### config.mk
export PLATFORM = sky130hd
export DESIGN_NAME = branch_queue
export DESIGN_NICKNAME = d
export VERILOG_FILES = /design/src/rtl/branch_queue_pkg.sv /design/src/rtl/branch_queue_match_oldest.sv /design/src/rtl/branch_queue.sv
export SDC_FILE = /design/constraint.sdc
export NUM_CORES = 1
export LEC_CHECK = 0
export CAP_MARGIN = 20
export CELL_PAD_IN_SITES_DETAIL_PLACEMENT = 0
export CELL_PAD_IN_SITES_GLOBAL_PLACEMENT = 1
export CORE_ASPECT_RATIO = 1.1
export CORE_MARGIN = 4
export CORE_UTILIZATION = 35
export DETAILED_ROUTE_END_ITERATION = 6
export PLACE_DENSITY = 0.59
export SLEW_MARGIN = 10
export SYNTH_ARGS = -nofsm -noshare
export SYNTH_HDL_FRONTEND = slang
export SYNTH_HIERARCHICAL = 1
export SYNTH_SLANG_ARGS = --single-unit
### constraint.sdc
create_clock -name clk -period 6.74 [get_ports clk]
set_input_delay 0.674 -clock clk [delete_from_list [all_inputs] [get_ports clk]]
set_output_delay 0.674 -clock clk [all_outputs]
set_load 0.02 [all_outputs]
### src/rtl/branch_queue_pkg.sv
// Shared constants for the branch queue that feeds the 8-thread barrel PC stage.
package branch_queue_pkg;
  localparam int NTHREADS = 8;
  localparam int BQ_DEPTH = 8;
  localparam int BQ_TID_W = $clog2(NTHREADS);
  localparam int BQ_XLEN  = 32;
endpackage

### src/rtl/branch_queue_match_oldest.sv
// Combinational age-ordered finder: index of the oldest occupied, unresolved entry
// belonging to query_tid, searching forward from the read pointer.
module bq_match_oldest #(
  parameter int DEPTH = 8,
  parameter int TID_W = 3,
  parameter int PTR_W = $clog2(DEPTH)
) (
  input  logic [DEPTH-1:0]       occ,
  input  logic [DEPTH-1:0]       resolved,
  input  logic [DEPTH*TID_W-1:0] tid_flat,
  input  logic [PTR_W-1:0]       rd_ptr,
  input  logic [TID_W-1:0]       query_tid,
  output logic                   hit,
  output logic [PTR_W-1:0]       idx
);
  logic [PTR_W-1:0] slot;

  always_comb begin
    hit  = 1'b0;
    idx  = '0;
    slot = '0;
    for (int k = 0; k < DEPTH; k++) begin
      // Pointer arithmetic wraps naturally because DEPTH is a power of two.
      slot = rd_ptr + PTR_W'(k);
      if (!hit && occ[slot] && !resolved[slot] &&
          tid_flat[int'(slot)*TID_W +: TID_W] == query_tid) begin
        hit = 1'b1;
        idx = slot;
      end
    end
  end
endmodule

### src/rtl/branch_queue.sv
// In-order queue of outstanding branches; the head entry drives the PC stage branch inputs.
// Handshake: an entry retires when the head is resolved and either not taken, or br_ack_i && !pc_stall_i.
module branch_queue
  import branch_queue_pkg::*;
#(
  parameter int DEPTH = BQ_DEPTH,
  parameter int TID_W = BQ_TID_W,
  parameter int XLEN  = BQ_XLEN
) (
  input  logic                     clk,
  input  logic                     rst,
  input  logic                     enq_valid_i,
  input  logic [TID_W-1:0]         enq_thread_id_i,
  output logic                     full_o,
  input  logic                     res_valid_i,
  input  logic [TID_W-1:0]         res_thread_id_i,
  input  logic                     res_taken_i,
  input  logic [XLEN-1:0]          res_target_i,
  input  logic                     pc_stall_i,
  input  logic                     br_ack_i,
  output logic                     branch_fifo_empty_o,
  output logic [TID_W-1:0]         br_thread_id_o,
  output logic                     br_valid_o,
  output logic                     br_true_o,
  output logic [XLEN-1:0]          br_pc_o,
  output logic [$clog2(DEPTH):0]   count_o,
  output logic                     err_o
);
  localparam int PTR_W = $clog2(DEPTH);
  localparam int CNT_W = PTR_W + 1;

  typedef struct packed {
    logic [TID_W-1:0] tid;
    logic             resolved;
    logic             taken;
    logic [XLEN-1:0]  target;
  } br_entry_t;

  br_entry_t              entries [DEPTH];
  logic [DEPTH-1:0]       occ;
  logic [PTR_W-1:0]       rd_ptr, wr_ptr;
  logic [CNT_W-1:0]       count;
  logic                   err;

  logic [DEPTH-1:0]       res_vec;
  logic [DEPTH*TID_W-1:0] tid_flat;
  logic                   hit;
  logic [PTR_W-1:0]       hit_idx;
  br_entry_t              head;
  logic                   empty, full, pop, push_ok;

  always_comb begin
    res_vec  = '0;
    tid_flat = '0;
    for (int i = 0; i < DEPTH; i++) begin
      res_vec[i]                  = entries[i].resolved;
      tid_flat[i*TID_W +: TID_W]  = entries[i].tid;
    end
  end

  bq_match_oldest #(.DEPTH(DEPTH), .TID_W(TID_W), .PTR_W(PTR_W)) u_match (
    .occ       (occ),
    .resolved  (res_vec),
    .tid_flat  (tid_flat),
    .rd_ptr    (rd_ptr),
    .query_tid (res_thread_id_i),
    .hit       (hit),
    .idx       (hit_idx)
  );

  assign empty   = (count == '0);
  assign full    = (count == CNT_W'(DEPTH));
  assign head    = entries[rd_ptr];
  assign pop     = !empty && head.resolved && (!head.taken || (br_ack_i && !pc_stall_i));
  assign push_ok = enq_valid_i && (!full || pop);

  assign branch_fifo_empty_o = empty;
  assign full_o              = full;
  assign count_o             = count;
  assign err_o               = err;
  assign br_thread_id_o      = empty ? '0 : head.tid;
  assign br_valid_o          = !empty && head.resolved;
  assign br_true_o           = br_valid_o && head.taken;
  assign br_pc_o             = br_true_o ? head.target : '0;

  always_ff @(posedge clk) begin
    if (rst) begin
      for (int i = 0; i < DEPTH; i++) entries[i] <= '0;
      occ    <= '0;
      rd_ptr <= '0;
      wr_ptr <= '0;
      count  <= '0;
      err    <= 1'b0;
    end else begin
      // A matched entry is never the popping head (pop needs resolved=1).
      if (res_valid_i && hit) begin
        entries[hit_idx].resolved <= 1'b1;
        entries[hit_idx].taken    <= res_taken_i;
        entries[hit_idx].target   <= res_target_i;
      end
      if (pop) begin
        entries[rd_ptr] <= '0;
        occ[rd_ptr]     <= 1'b0;
        rd_ptr          <= rd_ptr + 1'b1;
      end
      // Full+pop: wr_ptr == rd_ptr, so the push below overrides the pop's clear.
      if (push_ok) begin
        entries[wr_ptr] <= '{tid: enq_thread_id_i, resolved: 1'b0, taken: 1'b0, target: '0};
        occ[wr_ptr]     <= 1'b1;
        wr_ptr          <= wr_ptr + 1'b1;
      end
      case ({push_ok, pop})
        2'b10:   count <= count + 1'b1;
        2'b01:   count <= count - 1'b1;
        default: count <= count;
      endcase
      if ((res_valid_i && !hit) || (enq_valid_i && full && !pop)) err <= 1'b1;
    end
  end
endmodule

==> out/results.ini <==
[clock_tree]
post-cts-setup-buffers=0
htreeDepth=2
post_cts_resized=0
root_buffer=clkbuf_16
cts_tree=done
cts_buffer_depth=3
cts_hold_buf=0
numCtsBuffers=38
clock-sinks=318
clk_pin_slew_worst_paths_ns=0.06
clock_latency_ns=0.53

[setup_path]
cp-start-kind=register
cp-end-kind=register
crit_fanout=19
required_ns=7.20
critical_path_class=reg -> reg
cp_data_arrival_time_ns=6.47

[global_routing]
grt-ovfl-total=0
grt_max_degree=108
track_usage_pct=23.46
first_global_vias=16070
grt_pass1_wl_um=103700
antenna_found_initial=0

[floorplanning]
dieArea_sq_mm=0.05662
die_h_um=249.2
ios=89
num_rows=88
start_util_pct=35.31
die_w_um=227.2
core_area_sq_mm=0.05241

[yosys]
synth.most_common_cell=o211ai_1
synth_nets=2031
yosysSeqAreaShare_pct=35.70
syn_inst=1981
synth.area.top_cells=dfxtp_1 (32%), o211ai_1 (14%), mux4_2 (13%)
ys_types=72
synth_enable_flop_cells=24
ys_top_cells_by_count=o211ai_1 (334), dfxtp_1 (294), a21oi_1 (284), clkbuf_1 (177), nor2_1 (143)
synth_area_per_cell_sq_um=9.342
async_reset_ff_share_pct=0
ys_ff_latch=318
yosys_warnings=6
synth-main-ff-cell=dfxtp_1
synth_area_sq_mm=0.01851
synth_top_cell_by_area=dfxtp_1
synth_top_area_share_pct=31.80

[power]
clkPwrFrac_pct=47.8
net-switching-power_w=0.001038
ir_drop_mv=0.1286
p_per_area_mw_per_mm2=202.2
switching_share_pct=24.42
power_frac_seq_pct=45.7
intPower_w=0.003214
p_comb_share_pct=6.5
leakagePower_nw=6.985

[hold_path]
hold_class=reg -> reg

[drt]
ant_nets=0
via_count=16320
via_per_inst=6.279
wirelength_um=68560
first_pass_iters=5
drc=0
drtIter0Drc=1350
wl_per_cell_um=26.38

[timing]
hold_viol=0
fin_crit_ns=6.010
fin_crit_sh_pct=89.18
grt_setup_unrepaired=no
setup_violations=0
worst_pin_slew_ns=1.047
fmaxAchievable_mhz=166.4
fin_skew_ns=0.01408
slew_viol_final=0
slew_headroom_pct=29.97
timing.setup.tns_ns=0

[finish]
antenna_cells=0
seq_area_sq_mm=0.006616
fin_area_sq_mm=0.02103
drive_gt1_share_pct=14.55
nFillCells=5172
multi_input_area_sq_mm=0.01094
nets=1945
area_growth_pct=13.64

[placement]
port_buffers=88
dpl.hpwl_um=39590
post_dp_cell_area_sq_mm=0.01975
gp_congestion=0.8247

[status]
run_status=completed

[job]
cap_violations=0

-- stage by stage --
step | util, % | hold slack (ns) | setup slack, ns | total power, W | std cells
finish | 40.13 | 0.4628 | 0.7296 | 0.004252 | 2599
global route | 40.13 | 0.4781 | 0.3304 | 0.004388 | 2599
CTS | 40.02 | 0.4614 | 0.7939 | 0.004296 | 2597
detailed placement | 37.69 | 0.4481 | 0.8151 | 0.002254 | 2528
global placement | 37.60 | 0.4447 | 0.9287 | 0.002248 | 2526
floorplan | - | 0.4359 | 1.679 | 0.002137 | 1981
-- power by group through the flow --
stage | Sequential (W) | Combinational, W | Clock [W]
3_3_place_gp | 0.00198 | 0.000265 | 0
6_report | 0.00194 | 0.000275 | 0.00203
5_1_grt | 0.00194 | 0.000292 | 0.00215
3_5_place_dp | 0.00198 | 0.000271 | 0
4_1_cts | 0.00194 | 0.000272 | 0.00208
2_1_floorplan | 0.00197 | 0.000165 | 0
-- registers in the layout (all words and copies together), names as in the netlist, named ones only --
register / count
count_o: 4
entries: 296
err_o: 1
occ: 8
rd_ptr: 3
wr_ptr: 3
-- cells in the final DEF (no fill, tap or decap), types with 39 or more instances in the layout --
cell type / count
a21oi_1: 282
and3_1: 40
buf_4: 47
clkbuf_16: 39
clkdlybuf4s50_1: 87
dfxtp_1: 290
mux2i_1: 77
mux4_2: 105
nand2_1: 63
nor2_1: 132
o211ai_1: 334
-- worst paths after layout --
check / from / to / slack, ns / cells after the start
max: rd_ptr[1] / entries[5][24] / 0.73 / 15
min: occ[5] / occ[5] / 0.46 / 2
max reg2reg: rd_ptr[1] / entries[5][24] / 0.73 / 15
min reg2reg: occ[5] / occ[5] / 0.46 / 2
-- routing by layer --
metal,share of wire [%],routed length (um),track usage [%],up-vias
li1,-,-,-,7367
met1,42,29090,31.02,8230
met2,49,33320,39.49,608
met3,6.2,4268,3.760,113
met4,2.7,1870,6.969,0
met5,0,0,0,-
-- critical path, stage by stage, from the launching register on --
cell and delay (ns):
dfxtp_1 0.33, clkinv_1 0.26, ha_1 0.86, mux4_2 0.62
mux2i_1 0.19, xnor2_1 0.20, nor4_4 0.14, nand4bb_1 0.23
or3_1 0.45, o32ai_1 0.88, nand2b_1 0.33, nor2_4 0.07
nor2_2 0.64, buf_4 0.40, o211a_1 0.19, o21a_1 0.12
-- cell families (layout without fill, tap and decap cells) --
logic type | Yosys count | count (layout) | share of synthesized area [%]
and+or+nand+nor | 396 | 396 | 10.98
xor gates and xnor gates | 39 | 39 | 1.886
AOI/OAI and AO/OA | 745 | 745 | 26.92
buffers and inverters | 282 | 225 | 6.389
DFF | 318 | 318 | 35.70
adders and majority gates | 5 | 5 | 0.3380
muxes | 196 | 196 | 17.79
-- cell type report --
class	instances	share of cell area, %
multi-input cells	1381	52.01
flip-flops and latches	318	31.46
repair buffers	139	6.402
clock buffers	57	5.343
well taps	675	4.016
clock inverters	12	0.4641
inverters	17	0.3034
No activity file was read; power rests on OpenSTA's default activity.
